File: config.mk
export PLATFORM = sky130hd
export DESIGN_NAME = uart_tx_sched
export DESIGN_NICKNAME = d
export VERILOG_FILES = /design/src/rtl/uart_tx_sched_pkg.sv /design/src/rtl/uart_tx_sched_rr_arbiter.sv /design/src/rtl/uart_tx_sched.sv
export SDC_FILE = /design/constraint.sdc
export NUM_CORES = 1
export LEC_CHECK = 0
export CORE_AREA = 2 2 90 92
export DETAILED_ROUTE_END_ITERATION = 10
export DIE_AREA = 0 0 92 94
export PLACE_DENSITY_LB_ADDON = 0.05
export SLEW_MARGIN = 25
export SYNTH_ARGS = -nofsm -noshare
export SYNTH_HDL_FRONTEND = slang
export SYNTH_SLANG_ARGS = --single-unit
File: constraint.sdc
create_clock -name clk -period 2.95 [get_ports clk]
set_input_delay 0.7375 -clock clk [delete_from_list [all_inputs] [get_ports clk]]
set_output_delay 0.7375 -clock clk [all_outputs]
set_load 0.03 [all_outputs]
File: src/rtl/uart_tx_sched_pkg.sv
// Shared types and constants for the uart_tx_sched transmit scheduler.
// Frame length follows UX607_UART_PARITY_EN (even parity bit after the data bits).
package uart_tx_sched_pkg;

  typedef enum logic [2:0] {
    ST_IDLE   = 3'd0,
    ST_START  = 3'd1,
    ST_DATA   = 3'd2,
    ST_PARITY = 3'd3,
    ST_STOP   = 3'd4
  } uart_state_e;

  localparam int   DATA_BITS        = 8;
  localparam int   FRAME_BITS_PAR   = 11;
  localparam int   FRAME_BITS_NOPAR = 10;
  localparam logic UART_IDLE_LVL    = 1'b1;

`ifdef UX607_UART_PARITY_EN
  localparam int FRAME_BITS = FRAME_BITS_PAR;
`else
  localparam int FRAME_BITS = FRAME_BITS_NOPAR;
`endif

endpackage

File: src/rtl/uart_tx_sched_rr_arbiter.sv
// Round-robin arbiter: first asserted request at or after ptr, wrapping at NUM_REQ-1.
// Produces a one-hot grant and the matching encoded id.
module uart_rr_arbiter #(
  parameter int NUM_REQ = 4,
  parameter int ID_W    = 2
) (
  input  logic [NUM_REQ-1:0] req,
  input  logic [ID_W-1:0]    ptr,
  output logic [NUM_REQ-1:0] gnt,
  output logic [ID_W-1:0]    id
);

  logic          found;
  logic [ID_W:0] j;

  always_comb begin
    gnt   = '0;
    id    = '0;
    found = 1'b0;
    j     = '0;
    for (int k = 0; k < NUM_REQ; k++) begin
      // One spare bit so ptr+k can exceed NUM_REQ-1 before wrapping back.
      j = {1'b0, ptr} + (ID_W+1)'(k);
      if (j >= (ID_W+1)'(NUM_REQ)) begin
        j = j - (ID_W+1)'(NUM_REQ);
      end
      if (!found && req[j[ID_W-1:0]]) begin
        found             = 1'b1;
        gnt[j[ID_W-1:0]]  = 1'b1;
        id                = j[ID_W-1:0];
      end
    end
  end

endmodule

File: src/rtl/uart_tx_sched.sv
// Shares one UART TX line between NUM_REQ byte requesters using round-robin arbitration.
// Define UX607_UART_PARITY_EN to insert an even-parity bit between the data and stop bits.
module uart_tx_sched
  import uart_tx_sched_pkg::*;
#(
  parameter int NUM_REQ = 4,
  parameter int DIV_W   = 16,
  parameter int ID_W    = 2
) (
  input  logic                 clk,
  input  logic                 rst,
  input  logic                 tx_en,
  input  logic [DIV_W-1:0]     baud_div,
  input  logic [NUM_REQ-1:0]   req_valid,
  input  logic [NUM_REQ*8-1:0] req_data,
  output logic [NUM_REQ-1:0]   req_ready,
  output logic                 txd,
  output logic                 busy,
  output logic [ID_W-1:0]      grant_id,
  output logic                 frame_done
);

  uart_state_e      state_q, state_d;
  logic [DIV_W-1:0] div_q, div_d;
  logic [DIV_W-1:0] timer_q, timer_d;
  logic [2:0]       idx_q, idx_d;
  logic [7:0]       shreg_q, shreg_d;
  logic [ID_W-1:0]  rr_q, rr_d;
  logic [ID_W-1:0]  gid_q, gid_d;
  logic             txd_q, txd_d;
  logic             live_q, live_d;
`ifdef UX607_UART_PARITY_EN
  logic             par_q, par_d;
`endif

  logic [NUM_REQ-1:0] arb_gnt;
  logic [ID_W-1:0]    arb_id;
  logic [7:0]         req_byte [NUM_REQ];
  logic               accept;
  logic               bit_end;

  for (genvar gi = 0; gi < NUM_REQ; gi++) begin : g_byte
    assign req_byte[gi] = req_data[8*gi +: 8];
  end

  uart_rr_arbiter #(
    .NUM_REQ (NUM_REQ),
    .ID_W    (ID_W)
  ) u_arb (
    .req (req_valid),
    .ptr (rr_q),
    .gnt (arb_gnt),
    .id  (arb_id)
  );

  // live_q keeps req_ready low while reset is held and for the first cycle after.
  assign accept    = (state_q == ST_IDLE) && tx_en && live_q && (|req_valid);
  assign req_ready = accept ? arb_gnt : '0;
  assign bit_end   = (timer_q == div_q);
  assign busy      = (state_q != ST_IDLE);
  assign grant_id  = gid_q;
  assign txd       = txd_q;
  assign live_d    = 1'b1;

  always_comb begin
    state_d    = state_q;
    div_d      = div_q;
    timer_d    = timer_q;
    idx_d      = idx_q;
    shreg_d    = shreg_q;
    rr_d       = rr_q;
    gid_d      = gid_q;
    txd_d      = txd_q;
    frame_done = 1'b0;
`ifdef UX607_UART_PARITY_EN
    par_d      = par_q;
`endif
    if (state_q != ST_IDLE) begin
      timer_d = bit_end ? '0 : timer_q + 1'b1;
    end

    case (state_q)
      ST_IDLE: begin
        if (accept) begin
          state_d = ST_START;
          div_d   = baud_div;
          timer_d = '0;
          idx_d   = '0;
          shreg_d = req_byte[arb_id];
          gid_d   = arb_id;
          rr_d    = (arb_id == ID_W'(NUM_REQ-1)) ? '0 : arb_id + 1'b1;
          txd_d   = 1'b0;
`ifdef UX607_UART_PARITY_EN
          par_d   = 1'b0;
`endif
        end
      end
      ST_START: begin
        if (bit_end) begin
          state_d = ST_DATA;
          txd_d   = shreg_q[0];
        end
      end
      ST_DATA: begin
        if (bit_end) begin
          shreg_d = shreg_q >> 1;
          idx_d   = idx_q + 1'b1;
`ifdef UX607_UART_PARITY_EN
          par_d   = par_q ^ shreg_q[0];
`endif
          if (idx_q == 3'(DATA_BITS-1)) begin
`ifdef UX607_UART_PARITY_EN
            state_d = ST_PARITY;
            txd_d   = par_q ^ shreg_q[0];
`else
            state_d = ST_STOP;
            txd_d   = UART_IDLE_LVL;
`endif
          end else begin
            txd_d = shreg_q[1];
          end
        end
      end
      ST_PARITY: begin
        if (bit_end) begin
          state_d = ST_STOP;
          txd_d   = UART_IDLE_LVL;
        end
      end
      ST_STOP: begin
        if (bit_end) begin
          frame_done = 1'b1;
          state_d    = ST_IDLE;
          txd_d      = UART_IDLE_LVL;
        end
      end
      default: begin
        state_d = ST_IDLE;
        txd_d   = UART_IDLE_LVL;
      end
    endcase
  end

  always_ff @(posedge clk or posedge rst) begin
    if (rst) begin
      state_q <= ST_IDLE;
      div_q   <= '0;
      timer_q <= '0;
      idx_q   <= '0;
      shreg_q <= '0;
      rr_q    <= '0;
      gid_q   <= '0;
      txd_q   <= UART_IDLE_LVL;
      live_q  <= 1'b0;
`ifdef UX607_UART_PARITY_EN
      par_q   <= 1'b0;
`endif
    end else begin
      state_q <= state_d;
      div_q   <= div_d;
      timer_q <= timer_d;
      idx_q   <= idx_d;
      shreg_q <= shreg_d;
      rr_q    <= rr_d;
      gid_q   <= gid_d;
      txd_q   <= txd_d;
      live_q  <= live_d;
`ifdef UX607_UART_PARITY_EN
      par_q   <= par_d;
`endif
    end
  end

endmodule
==> results.toml <==
[synth]
syn_area_sq_mm = 0.003695
syn_area_per_cell_sq_um = 8.533
netlist_instances = 433
synth_top_area_share_pct = 34.54
async_flop_share_pct = 100.0
ys_seq_elements = 52
synth_edf_count = 0
synthTopCellsByArea = "dfrtp_1 35%, nand2_1 8.8%, o21ai_0 4.3%, xnor2_1 4.3%, ha_1 3.7%"
synth_ff_type = "dfrtp_1"
synth_top_area_cell = "dfrtp_1"
synth_fp_nets = 499
ys_seq_area_share_pct = 35.25
post_synth_num_cell_types = 59
yosysWarnings = 0

[sta]
rsz0062_at_grt = "yes"
finClkSkew_ps = 6.793
maxSlewViolCount = 0
finalWorstSetupSlack_ps = -72.97
hold_violations = 0
slew_headroom_pct = 57.48
max_freq_mhz = 330.8
holdWs_ps = 504.8
setup_tns_ps = -133.7
period_share_pct = 102.5
setup_viol = 4
fin_crit_ps = 3023
worst_pin_slew_ps = 635.4

[placed_design]
place_area_sq_mm = 0.004727
dp_cells = 616
dp_hpwl_um = 7536
io_buffer_count = 63
place.gp.congestion = 0.8724

[clock_network]
clock_latency_ps = 310
ctsRootBufferMaster = "clkbuf_8"
cts_tree = "done"
htreeDepth = 2
cts_buffer_depth = 2
numClockSinks = 52
path_clk_slew_ps = 90
postCtsHoldBufs = 0
cts_made_buffers = 5

[power_and_ir_drop]
p_leak_nw = 2.174
peakVddDrop_mv = 0.1502
power_density_mw_per_mm2 = 284.5
finalPower_mw = 1.417

[global_route]
grtUsageMet2_pct = 43.69
grt_overflow = 0
gr-usage-all-layers_pct = 24.65
grt_pass1_wl_um = 17180
grt_pass1_vias = 3610
met3_usage_pct = 2.327
grt_use_met1_pct = 32.68
grt_most_used_layer = "met2"
antenna_found_initial = 0
grt_max_degree = 32

[outcome]
status = "complete, but fails checks"
violations = "setup timing"

[critical_path]
crit_buf_inv = 3
reg2reg_from = "rr_q[1]$_DFFE_PP0P_"
path_cells = "clkinv_2 > ha_4 > mux4_2 > buf_4 > a22oi_2 > nor2_2 > a221oi_4 > nor2_4 > buf_6"
critical_path_class = "register to output port"
cpLargestDelayFamily = "buffers and inverters"
worstPathRequired_ps = 2210
slowest_delay_ps = 400
cp-end-kind = "output port"
arrival_ps = 2290
worstPathMaxFanout = 7
startpoint = "rr_q[1]$_DFFE_PP0P_"
critPathSlowestCell = "mux4_2"
cp-start-kind = "register"

[layout]
area_growth_pct = 34.81
mostFrequentLayoutCells = "87 x nand2_1, 54 x clkdlybuf4s50_1, 50 x dfrtp_1, 47 x buf_4, 32 x o21ai_0"
layout.cells.most_common = "nand2_1"
final_cell_count_no_fill = 635
layout-drive-gt1-share_pct = 21.76
diodes = 0
fillers = 638
final_area_sq_mm = 0.004981
finalNetCount = 598

[routing]
drt_pass1_iterations = 7
post_drt_wl_per_cell_um = 16.12
vias = 3598
ant_nets = 0
drt_iter0_markers = 178
drc = 0
via_per_inst = 5.666
drt_wl_total_um = 10240

[die]
fp-row-count = 32
io_pins = 64
die-height_um = 94
fp.dieArea_sq_mm = 0.008648
core_sq_mm = 0.007607
initial_core_util_pct = 48.57
die_w_um = 92

[hold_path]
hp-start = "grant_id[0]$_DFFE_PP0P_"
hp-class = "register to register"

[run]
drv_cap = 0
-- power breakdown --
part           internal [mW]  switching, mW  total [mW]
logic                  0.124         0.0912       0.215
registers              0.713       0.000320       0.713
clock network          0.252          0.236       0.489
total                   1.09          0.328        1.42
-- flip-flops by register name (all words and copies together) (netlist names) --
register,flops
live_q,1
shreg_q,8
grant_id,2
timer_q,16
div_q,16
state_q,3
rr_q,2
idx_q,3
txd,1
-- cells in the mapped netlist, types with 2 or more instances --
library cell,number
nand2_1,87
dfrtp_1,51
o21ai_0,32
nor2_1,29
a21oi_1,24
xnor2_1,18
mux2i_1,12
clkbuf_1,11
ha_1,11
inv_1,11
mux2_2,10
buf_2,8
nand4_1,8
o211ai_1,8
a222oi_1,7
a41oi_1,7
and2_1,7
and3_1,7
nor3_1,7
nand2b_1,6
a221oi_1,5
a22oi_1,4
a31o_2,4
nand3_1,4
a211o_1,3
a21o_1,3
a22o_1,3
a31o_1,3
mux4_2,3
nor2b_1,3
or2_2,3
nand3b_1,2
nor3b_1,2
nor4_1,2
o21a_1,2
o2bb2ai_1,2
or3_1,2
-- logic make-up (layout without fill, tap and decap cells) --
family,count (synthesis),count (layout),share of synthesized area (%)
xor+xnor,18,18,4.267
compound gates,115,115,21.57
buf+inv,35,135,4.165
other cells,1,1,0.1015
simple gates,176,176,22.79
mux,25,25,8.127
flops,52,52,35.25
fa+ha+maj,11,11,3.725
-- routing by layer --
layer  vias up  part of all wire (%)
met5         -                     0
met4         0                   1.1
met3         9                   4.7
met2       101                    51
met1      1738                    44
li1       1750                     -
-- final timing paths --
kind                                      endpoint  slack [ps]  cells past startpoint
setup / recovery                      req_ready[0]         -70                      9
hold / removal             grant_id[0]$_DFFE_PP0P_         500                      1
setup reg to reg            shreg_q[1]$_DFFE_PP0P_         440                      9
hold reg to reg            grant_id[0]$_DFFE_PP0P_         500                      1
max in group asynchronous          txd$_DFFE_PP1P_        1480                      3
min in group asynchronous   state_q[0]$_DFFE_PP0P_         800                      2
-- per-stage QoR --
stage | worst slack [ps] | util [%]
detailed placement | -834.5 | 62.14
floorplan | -10.55 | -
global route | -157.8 | 65.48
global placement | -779.0 | 62.14
CTS | -5.138 | 65.23
finish | -72.97 | 65.48
-- area by class of cell --
| cell class | instances | area, sq um | area share, % |
|---|---|---|---|
| clock buffers | 6 | 72.57 | 1.457 |
| inverters | 12 | 46.29 | 0.9294 |
| flip-flops and latches | 52 | 1304 | 26.17 |
| well taps | 102 | 127.6 | 2.562 |
| repair buffers | 115 | 1056 | 21.20 |
| clock inverters | 2 | 35.03 | 0.7033 |
| multi-input cells | 346 | 2340 | 46.97 |
-- what timing repair did --
| item | in CTS | in global routing |
|---|---|---|
| setup endpoints to repair | 4 | 4 |
| buffers inserted | 11 | 2 |
| pin swaps | 9 | 0 |
| resized for setup | 54 | 1 |
Power figures use the tool's default switching activity.
